[src/rtl/adder4_acc_ctrl_if.sv]
// adder4_acc_ctrl_if: bundle of the three streams around the frame accumulator.
//   in_*    : byte stream into the accumulator (valid/ready, in_last ends a frame)
//   add_*   : operands to / result from the external 8-bit adder
//   out_*   : one frame result per handshake (sum, byte count, saturation flag)
// Modports:
//   master : the accumulator controller side
//   slave  : the environment side (byte source, adder, result consumer)
interface adder4_acc_ctrl_if;
    logic       in_valid;
    logic       in_ready;
    logic [7:0] in_data;
    logic       in_last;

    logic [7:0] add_a;
    logic [7:0] add_b;
    logic [7:0] add_sum;

    logic       out_valid;
    logic       out_ready;
    logic [7:0] out_data;
    logic [7:0] out_count;
    logic       out_sat;

    modport master (
        input  in_valid, in_data, in_last, add_sum, out_ready,
        output in_ready, add_a, add_b, out_valid, out_data, out_count, out_sat
    );

    modport slave (
        output in_valid, in_data, in_last, add_sum, out_ready,
        input  in_ready, add_a, add_b, out_valid, out_data, out_count, out_sat
    );
endinterface

[src/rtl/adder4_acc_ctrl.sv]
// adder4_acc_ctrl: streaming byte accumulator driving an external 8-bit adder.
// Accepts bytes on a valid/ready stream, sums them frame by frame (FRAME_LEN
// bytes, or fewer when in_last marks an early end) and presents one result per
// frame on a valid/ready output. The adder itself lives outside this block.
// Ports:
//   wb_clk_i  : clock, all state on the rising edge
//   wb_rst_i  : asynchronous active-high reset, discards any partial frame
//   bus       : adder4_acc_ctrl_if.master (input stream, adder operands, result)
//   busy      : a frame is being accumulated (ACCUM state)
// Optional feature: define ADDER4_ACC_SAT_EN to saturate the frame sum at 8'hFF
// and report it on out_sat; without it the sum wraps modulo 256 and out_sat is 0.
module adder4_acc_ctrl #(
    parameter int unsigned FRAME_LEN = 4
) (
    input  logic               wb_clk_i,
    input  logic               wb_rst_i,
    adder4_acc_ctrl_if.master  bus,
    output logic               busy
);

    localparam int unsigned DATA_W = 8;
    localparam int unsigned CNT_W  = 8;
    localparam logic [CNT_W-1:0] FRAME_LEN_C = CNT_W'(FRAME_LEN);

    typedef enum logic [1:0] {
        IDLE  = 2'd0,
        ACCUM = 2'd1,
        HOLD  = 2'd2
    } state_t;

    state_t              state;
    logic [DATA_W-1:0]   acc;
    logic [CNT_W-1:0]    cnt;

    logic                in_hold;
    logic                accept;
    logic                handshake;
    logic                first;
    logic [CNT_W-1:0]    cnt_next;
    logic                frame_end;
    logic [DATA_W-1:0]   acc_next;

    assign in_hold   = (state == HOLD);
    assign handshake = in_hold & bus.out_ready;
    assign accept    = bus.in_valid & bus.in_ready;

    // A byte opens a new frame when nothing is counted yet, or when it rides
    // on the same cycle that hands the previous result away.
    assign first     = (cnt == '0) | handshake;
    assign cnt_next  = first ? CNT_W'(1) : cnt + CNT_W'(1);
    assign frame_end = bus.in_last | (cnt_next == FRAME_LEN_C);

    // Adder operands: a fresh frame starts from zero.
    assign bus.add_a = first ? '0 : acc;
    assign bus.add_b = bus.in_data;

`ifdef ADDER4_ACC_SAT_EN
    logic sat;
    logic carry;
    logic sat_hit;

    // Carry out of the 8-bit add, recovered from the operand and sum MSBs.
    assign carry   = (bus.add_a[7] & bus.add_b[7]) |
                     ((bus.add_a[7] ^ bus.add_b[7]) & ~bus.add_sum[7]);
    // Once saturated the frame stays pinned at all-ones; a fresh frame has
    // add_a = 0 so it can never carry on its first byte.
    assign sat_hit = (~first & sat) | carry;
    assign acc_next = sat_hit ? {DATA_W{1'b1}} : bus.add_sum;
    assign bus.out_sat = in_hold & sat;
`else
    assign acc_next = bus.add_sum;
    assign bus.out_sat = 1'b0;
`endif

    // State, accumulator, counter and saturation flag.
    always_ff @(posedge wb_clk_i or posedge wb_rst_i) begin
        if (wb_rst_i) begin
            state <= IDLE;
            acc   <= '0;
            cnt   <= '0;
`ifdef ADDER4_ACC_SAT_EN
            sat   <= 1'b0;
`endif
        end else begin
            if (accept) begin
                // In HOLD an accept can only happen together with the handshake.
                acc   <= acc_next;
                cnt   <= cnt_next;
`ifdef ADDER4_ACC_SAT_EN
                sat   <= sat_hit;
`endif
                state <= frame_end ? HOLD : ACCUM;
            end else if (handshake) begin
                cnt   <= '0;
                state <= IDLE;
            end
        end
    end

    // Output decode; only in_ready in HOLD passes out_ready straight through.
    assign bus.in_ready  = in_hold ? bus.out_ready : 1'b1;
    assign bus.out_valid = in_hold;
    assign bus.out_data  = in_hold ? acc : '0;
    assign bus.out_count = in_hold ? cnt : '0;
    assign busy          = (state == ACCUM);

endmodule

[src/flat_wrapper.sv]
// flat-port wrapper written by rule: the top's interface ports become plain ports
module adder4_acc_ctrl_flat 
#(
    parameter int unsigned FRAME_LEN = 4
)
  (wb_clk_i, wb_rst_i, busy, bus_in_valid, bus_in_data, bus_in_last, bus_add_sum, bus_out_ready, bus_in_ready, bus_add_a, bus_add_b, bus_out_valid, bus_out_data, bus_out_count, bus_out_sat);
  adder4_acc_ctrl_if bus_i ();
  input  logic wb_clk_i;
  input  logic wb_rst_i;
  output logic busy;
  input wire logic [$bits(bus_i.in_valid)-1:0] bus_in_valid;
  input wire logic [$bits(bus_i.in_data)-1:0] bus_in_data;
  input wire logic [$bits(bus_i.in_last)-1:0] bus_in_last;
  input wire logic [$bits(bus_i.add_sum)-1:0] bus_add_sum;
  input wire logic [$bits(bus_i.out_ready)-1:0] bus_out_ready;
  output wire logic [$bits(bus_i.in_ready)-1:0] bus_in_ready;
  output wire logic [$bits(bus_i.add_a)-1:0] bus_add_a;
  output wire logic [$bits(bus_i.add_b)-1:0] bus_add_b;
  output wire logic [$bits(bus_i.out_valid)-1:0] bus_out_valid;
  output wire logic [$bits(bus_i.out_data)-1:0] bus_out_data;
  output wire logic [$bits(bus_i.out_count)-1:0] bus_out_count;
  output wire logic [$bits(bus_i.out_sat)-1:0] bus_out_sat;
  assign bus_i.in_valid = bus_in_valid;
  assign bus_i.in_data = bus_in_data;
  assign bus_i.in_last = bus_in_last;
  assign bus_i.add_sum = bus_add_sum;
  assign bus_i.out_ready = bus_out_ready;
  assign bus_in_ready = bus_i.in_ready;
  assign bus_add_a = bus_i.add_a;
  assign bus_add_b = bus_i.add_b;
  assign bus_out_valid = bus_i.out_valid;
  assign bus_out_data = bus_i.out_data;
  assign bus_out_count = bus_i.out_count;
  assign bus_out_sat = bus_i.out_sat;
  adder4_acc_ctrl #(.FRAME_LEN(FRAME_LEN)) u_core (.wb_clk_i(wb_clk_i), .wb_rst_i(wb_rst_i), .bus(bus_i), .busy(busy));
endmodule
[config.mk]
export PLATFORM = sky130hd
export DESIGN_NAME = adder4_acc_ctrl_flat
export DESIGN_NICKNAME = d
export VERILOG_FILES = /design/src/rtl/adder4_acc_ctrl_if.sv /design/src/rtl/adder4_acc_ctrl.sv /design/src/flat_wrapper.sv
export SDC_FILE = /design/constraint.sdc
export NUM_CORES = 1
export LEC_CHECK = 0
export ABC_CLOCK_PERIOD_IN_PS = 1800
export CAP_MARGIN = 20
export CORE_ASPECT_RATIO = 1.4
export CORE_MARGIN = 2
export CORE_UTILIZATION = 37
export DETAILED_ROUTE_END_ITERATION = 10
export PLACE_DENSITY = 0.85
export SYNTH_ARGS = -nofsm -noshare
export SYNTH_HDL_FRONTEND = slang
export SYNTH_SLANG_ARGS = --single-unit
[constraint.sdc]
create_clock -name wb_clk_i -period 1.8 [get_ports wb_clk_i]
set_clock_uncertainty 0.15 [all_clocks]
set_input_delay 0.36 -clock wb_clk_i [delete_from_list [all_inputs] [get_ports wb_clk_i]]
set_output_delay 0.36 -clock wb_clk_i [all_outputs]
set_load 0.01 [all_outputs]
==> results of run 1 <==
-- cells in the mapped netlist, drive strengths merged --
master / n
a211oi: 2
a21o: 4
a21oi: 6
a22o: 2
a22oi: 2
a2bb2oi: 1
a31oi: 1
and2: 22
and3: 2
and4: 1
buf: 14
clkbuf: 1
conb: 1
dfrtp: 18
ha: 2
inv: 7
mux2: 8
mux2i: 7
nand2: 6
nand3: 7
nand4: 1
nor2: 4
nor2b: 1
nor3: 1
nor4: 1
nor4b: 1
o21ai: 4
o31a: 1
o31ai: 1
or2b: 2
xnor2: 1
-- what timing repair did --
item                                    in CTS  in global routing
hold endpoints to repair                     0                  0
gates resized for setup                    136                 46
hold buffers                                 0                  0
buffers inserted                            10                 10
endpoints found under the setup margin      34                 44
cloned                                       1                  1
pin swaps                                    8                 17
-- final cells by class --
type                    instances  area, um2  share of cell area
multi-input cells              92        827               0.371
repair buffers                 85        818               0.367
flip-flops and latches         18        450               0.202
clock buffers                   4       55.1              0.0247
well taps                      40       50.0              0.0224
inverters                       7       28.8              0.0129
-- worst max path at each step --
stage / start / endpoint / cells past startpoint / slack [ps]
floorplan: u_core.cnt[0] / bus_add_a[0] / 5 / 6
global placement: bus_out_ready / bus_add_a[7] / 5 / -520
detailed placement: bus_out_ready / bus_add_a[0] / 5 / -550
CTS: u_core.cnt[0] / bus_add_a[0] / 9 / -500
global route: u_core.cnt[0] / bus_add_a[0] / 8 / -590
finish: u_core.cnt[0] / bus_add_a[0] / 8 / -540
-- worst register-to-register path: cells and delay by family (launching register included) --
kind / cells / cell delay, ps
flip-flops: 1 / 400
AND/OR/NAND/NOR: 1 / 240
buffers and inverters: 6 / 720
AO/OA/AOI/OAI: 3 / 520
-- where the power goes --
group          internal (mW)  switching [mW]  total, mW
clock network          0.195           0.148      0.343
registers              0.473          0.0552      0.528
logic                  0.974           0.718       1.69
-- registers in the layout (all words and copies together) (netlist names) --
| register | count |
|---|---|
| u_core.acc | 8 |
| u_core.cnt | 8 |
| u_core.state | 2 |
-- metal layers --
metal,global-route usage,up-vias
met3,0.0589,4
li1,-,597
met5,0,-
met4,0.0769,0
met2,0.387,45
met1,0.204,622
-- stage by stage --
step                power [mW]  setup TNS (ps)  cells  setup WS (ps)
CTS                       2.28           -5540    242           -502
floorplan                 1.09               0    132           6.17
finish                    2.56           -8720    246           -536
global route              2.69          -10530    246           -587
detailed placement        1.72           -9170    228           -549
global placement          1.69           -8730    228           -515
-- cells by family (layout without fill, tap and decap cells) --
group,count (synthesis),in the layout,share of synthesized area
AO/OA/AOI/OAI,24,24,0.142
XOR/XNOR,1,1,0.00690
adder cells (fa/ha/maj),2,2,0.0197
buffers and inverters,22,96,0.110
flip-flops,18,18,0.355
multiplexers,15,15,0.129
other,1,1,0.00296
AND/OR/NAND/NOR,49,49,0.234
==> results list, run 1 <==
- The final route contains 1268 vias.
- Setup repair after global routing could not meet its margin everywhere.
- Summing all non-filler instances in the final layout gives an area of 2230 um2.
- For this block, wires on met1 add up to 1530 um.
* DRT Wirelength: 4140 um
- After legalization and detailed placement, the total HPWL measured 2380 um.
* GP Congestion: 0.827
* Core outline area: 3320 um2
- For this design, the slowest cell found on the critical path is dfrtp_1.
* Maximum clock path buffer count: 2
- The synthesized netlist contains 41 unique library cells.
- The synthesized design contains 18 register bits.
- The number of endpoints with negative hold slack in the final report came to 0.
- Highest signal layer in the routed design: met4
* Final clock period utilization by the worst path: 1.30
- Largest stage delay on the critical path: roughly 420 ps
- In the detailed route, the total length drawn on met3 is 233 um.
* Crit-path max FO: 5
- CTS Root Buffer Type: clkbuf_8
- Sequential cell area fraction in the yosys report: 0.355
* Worst hold margin: 272 ps
- R2R setup slack: -280 ps
- Counting I/O delays and the setup requirement, the final critical path takes 2340 ps.
- Min-Delay Path Class: in2async
- Counting stages on the worst path, the most repeated cell is buf_6.
- Of the post-synthesis cell area, the dominant cell type holds 0.355.
- The library cell used most frequently in the layout, excluding fill and tap cells, is buf_6.
* Leading cell types in the layout, fill and taps excluded: buf_6 (32), buf_4 (27), dfrtp_1 (18), and2_4 (15), clkdlybuf4s50_1 (12)
* Area contributors post-synth: dfrtp_1 (36%), and2_1 (11%), buf_4 (5.9%), mux2i_1 (4.7%), mux2_1 (4.4%)
* Terminus of the critical flop-to-flop path: u_core.cnt[3]
- The worst setup path is captured at an output port.
- Final setup violation count: 35
* Gate count of the mapped netlist: 132
- Tot GR Track Use: 0.206
- Detailed routing placed a total of about 2300 um of wire on met2.
- The flow ran to the end, but the final reports show violations.
* Min setup slack post-route: -536 ps
* CTS tree: done
* Post-synthesis instance area: 1270 um2
- The initial utilization of the core area, before any placement, comes to 0.383.
- Buffering stage count on the worst path with inverters included: 4
- The final number of max-transition violations is 0.
- The final reports fail on negative setup slack.
* Post-route DRC: 0
* Initial antenna violation count: 0
* Die Span X: 53.5 um
* Areal power density over the cells: ~1100 nW/um2
- Count of routing violations after the opening detailed-route iteration: 20
* First-pass GRT wire length: 5800 um
- Synthesized Nets: roughly 160
- Clock-pin slew was measured on the worst setup and hold paths at 80 ps.
* Worst setup path category: reg2out
- DR vias/cell: roughly 5
- Once detail routing completed, the nets flagged for antenna violations numbered 0.
- Cell class contributing the biggest share of worst-path delay: buffers and inverters
- The die is 73.3 um tall.
* Area of the die: 3920 um2
- Library cell with the largest summed area after synthesis: dfrtp_1
* Fin nets: 230
- The tool flagged a number of max-cap violations equal to 0.
- Synth Warn #: 0
* Number of clock sinks seen by CTS: 18
- Clk_lat worst skew: 260 ps
- Total of fill cells in the finished design: 223
- After floorplanning, the core was divided into 25 placement rows.
- Before antenna repair, the detailed router went through 4 iterations.
- TritonCTS Buffers: 3
- Kind of launch point of the worst setup path: flip-flop
- Startpoint of the worst-slack reg-to-reg timing path: u_core.state[1]
* Pleak: 1.05 nW
- Ratio of cells with drive above 1 in the final layout: 0.583
- Across the VDD grid, the largest voltage drop is just under 0.8 mV.
- P&R area growth vs syn: 75.7%
- The average instance in the mapped netlist occupies roughly 9.6 um2.
* Standard cell area after detailed placement: between 1500 and 2000 um2
* Largest net degree at the start of global routing: 19
* Post-DR wirelength/cell: approximately 17 um
* Arrival time at the worst endpoint: approximately 1800 ps
- Finished Core Util: 0.672
- Buffers placed on the I/O ports in this run total 39.
* Worst reg-to-reg path cell count: 10
* Ports placed on the boundary: 57
- The number of global-route vias before repair was 1278.
- The repair_antennas step left the layout with diodes totalling 0.
* Cell chain of the critical path: inv_2, ha_4, nor4b_4, a22oi_2, buf_4, buf_6, and2_4, buf_6
* Max Fclk: 428 MHz
* Global route overflow: 0
- CTS built an H-tree with a depth of 1.
- Worst path required time: 1290 ps
(Power assumes the default switching activity.)
==> run 2: changes to the inputs <==
CAP_MARGIN = 40   (was 20)
CORE_UTILIZATION = 56   (was 37)
DONT_BUFFER_PORTS = 1   (was unset)
PLACE_DENSITY = 0.84   (was 0.85)
==> run 2 against run 1 <==
Setup slack gained 170 ps; the flow still finishes with violations (negative setup slack); cell area down 24%; clock power down 19%; sequential share of layout area up 6.3 points.
==> results list, run 2 (same netlist as run 1, synthesis figures left out) <==
- Deepest level of the CTS H-tree: 1 (unchanged)
- Clock power share: 0.126 (was 0.134)
- Count of routing violations after the opening detailed-route iteration: 42 (was 20)
* Largest stage delay on the critical path: 420 ps (about the same)
- Final clock period utilization by the worst path: 1.21 (was 1.30)
* Crit path max-delay cell type: dfrtp_1 (unchanged)
- The part of the power in combinational logic is 0.629 (was 0.660).
- Worst reg-to-reg path cell count: 8 (was 10)
- Number of max-cap violations: 0 (unchanged)
* Placed Cells incl. Taps: 157 (was 228)
* Max-slew violations: 0 (unchanged)
- Pint: 1.35 mW (was 1.64 mW)
- The most common library cell in the layout ignoring fill and taps is buf_4 (was buf_6).
- Tot GR Track Use: 0.331 (was 0.206)
- The source-to-sink clock delay at the later pin of the worst-skew pair came to 330 ps (was 260 ps).
* DP HPWL: 2190 um (was 2380 um)
- The final routed DRC violation total was 0 (unchanged).
- The final routed wire length divided by cell count is 23.8 um (was 16.8 um).
- The switching power as a share of total power is 0.391 (was 0.360).
- The arrival time at the worst endpoint is 1660 ps (was 1830 ps).
- Largest net degree at the start of global routing: 19 (unchanged)
* Global route overflow: 0 (unchanged)
* Maximum clock path buffer count: 2 (unchanged)
* DRT Wirelength: 4140 um (about the same)
- The reg-to-reg setup timing slack came to -130 ps (was -280 ps).
- Cell chain of the critical path: inv_2, ha_4, nor4b_4, a22oi_2, buf_4, and2_4 (was inv_2, ha_4, nor4b_4, a22oi_2, buf_4, buf_6, and2_4, buf_6)
- Antenna violation net count after detailed routing: 0 (unchanged)
- P&R area growth vs syn: 33.7% (was 75.7%)
- Area of the die: 2670 um2 (was 3920 um2)
- The net count reported at finish was 176 (was 230).
* Unrepaired setup endpoints after global routing: true (unchanged)
- CTS Root Buffer Type: clkbuf_4 (was clkbuf_8)
- Crit-path max FO: 5 (unchanged)
* First-pass GRT wire length: 6100 um (was 5800 um)
* Run status: finished, violations left (unchanged)
* Core outline area: 2150 um2 (was 3320 um2)
* First-pass detailed-route iteration total: 4 (unchanged)
- Min-Delay Path Class: in2reg (was in2async)
- Max Fclk: 461 MHz (was 428 MHz)
* Terminus of the critical flop-to-flop path: u_core.cnt[2] (was u_core.cnt[3])
- Total via count after detailed routing: 1183 (was 1268)
- The reg-to-reg startpoint is u_core.cnt[1] (was u_core.state[1]).
* Shortest clock period the worst path allows after layout: 2170 ps (was 2340 ps)
- Worst path required time: 1290 ps (about the same)
- The number of global-route vias before repair was 1239 (was 1278).
- The path type of the worst setup path is reg2out (unchanged).
- Number of clock sinks seen by CTS: 18 (unchanged)
* Worst-case headroom to the max-slew limit: 0.518
* Worst Tran Pin Value: between 700 and 800 ps
- The count of endpoints failing setup in the final report is 42 (was 35).
* Pleak: 0.801 nW (was 1.05 nW)
* Worst setup endpoint: bus_add_a[2] (was bus_add_a[0])
* Total of fill cells in the finished design: 110 (was 223)
- Die Span X: 44.2 um (was 53.5 um)
- GP Congestion: 0.801 (was 0.827)
* Ports placed on the boundary: 57 (unchanged)
- Leading cell types in the layout, fill and taps excluded: buf_4 (23), and2_4 (22), dfrtp_1 (18), mux2_4 (8), nand3_1 (7) (was buf_6 (32), buf_4 (27), dfrtp_1 (18), and2_4 (15), clkdlybuf4s50_1 (12)).
* Final Power: 2.21 mW (was 2.56 mW)
- The maximum ir drop on the vdd rail is 0.757 mV (was 0.776 mV).
- Hold Vio Cnt, Final: 0 (unchanged)
- Kind of launch point of the worst setup path: flip-flop (unchanged)
- The kind of capture point of the worst setup path was an output port (unchanged).
* TritonCTS Buffers: 3 (unchanged)
- Largest registers: u_core.acc (8), u_core.cnt (8), u_core.state (2) (unchanged)
* Min setup slack post-route: -371 ps (was -536 ps)
* First element of the critical path: u_core.cnt[1] (was u_core.cnt[0])
* Antenna cell count: 0 (unchanged)
- The number of buffers added on ports was 0 (was 39).
* CTS tree: done (unchanged)
- Initial Utilization: 0.590 (was 0.383)
- The initial antenna violation count came to 0 (unchanged).
- Final cell count without fillers: 174 (was 246)
* Proportion of power drawn by flip-flops and latches: 0.245 (was 0.206)
- The number of vias per cell came to 6.80 (was 5.15).
- Violations in the final reports: negative setup slack (unchanged).
- Switching power: 0.864 mW (was 0.921 mW)
- The proportion of layout cells with a drive suffix above 1 was 0.539 (was 0.583).
- The floorplan die height came to 60.3 um (was 73.3 um).
- Clock transition at the register clock pins on the worst setup and hold paths after CTS: 130 ps (was 80 ps)
- The site row count came to 20 (was 25).
- The power per unit of standard cell area was 1300 nW/um2 (was 1150 nW/um2).
-- run 2: cell types whose count changed in the layout (fill, tap and decap cells not counted), sizes merged --
cell	delta
buf	-41
dlygate4sd3	+1
clkbuf	-2
clkdlybuf4s50	-12
-- run 2: area by class of cell --
| class | count | area (um2) | share of cell area |
|---|---|---|---|
| Multi-Input combinational cell | 92 | 837 | 0.493 |
| Inverter | 7 | 33.8 | 0.0199 |
| Tap cell | 22 | 27.5 | 0.0162 |
| Sequential cell | 18 | 450 | 0.265 |
| Timing Repair Buffer | 31 | 312 | 0.184 |
| Clock buffer | 4 | 36.3 | 0.0214 |
-- run 2: per-layer routing --
| metal | routed length (um) | vias to the layer above | GRT usage |
|---|---|---|---|
| met3 | 349 | 16 | 0.0695 |
| met2 | 2160 | 72 | 0.580 |
| li1 | - | 488 | - |
| met1 | 1460 | 607 | 0.357 |
| met5 | 0 | - | 0 |
| met4 | 167 | 0 | 0.208 |
-- run 2: critical path, delay by kind of cell (launching register included) --
family / cells / cell delay [ps]
flops: 1 / 420
simple gates: 2 / 410
buf+inv: 2 / 270
fa+ha+maj: 1 / 140
compound gates: 1 / 110
-- run 2: what timing repair did --
action | in CTS | in global routing
resized for setup | 47 | 7
cloned | 2 | 0
hold buffers | 1 | 0
buffers inserted | 8 | 4
setup endpoints to repair | 28 | 43
endpoints found under the hold margin | 18 | 0
pin swaps | 19 | 2
-- run 2: power by group through the flow --
stage	clock network, mW	logic [mW]	registers [mW]
floorplan	0	0.558	0.531
global route	0.287	1.46	0.544
CTS	0.264	1.23	0.527
finish	0.279	1.39	0.541
global placement	0	0.755	0.523
detailed placement	0	0.794	0.526
-- run 2: how the worst min path moves through the flow --
stage,start,end,slack [ps],cells after the start
floorplan,wb_rst_i,u_core.acc[0],150,1
global placement,wb_rst_i,u_core.acc[7],220,1
detailed placement,wb_rst_i,u_core.acc[7],240,1
CTS,bus_add_sum[7],u_core.acc[7],30,1
global route,bus_add_sum[6],u_core.acc[6],20,1
finish,bus_add_sum[3],u_core.acc[3],20,1
-- run 2: through the flow --
stage / util / hold slack, ps / area (um2) / setup TNS [ps] / setup WS, ps
2_1_floorplan: - / 149 / 1270 / 0 / 6.17
3_3_place_gp: 0.620 / 224 / 1340 / -0.987 / -0.987
3_5_place_dp: 0.620 / 238 / 1340 / -203 / -54.2
4_1_cts: 0.767 / 31.2 / 1650 / -2860 / -235
5_1_grt: 0.788 / 23.3 / 1700 / -7690 / -435
6_report: 0.788 / 21.0 / 1700 / -6290 / -371
==> run 3: changes to the inputs <==
ABC_CLOCK_PERIOD_IN_PS = unset   (was 1800)
==> results of run 3 <==
Same layout as run 2: the final DEF is identical, and so are final timing and power.
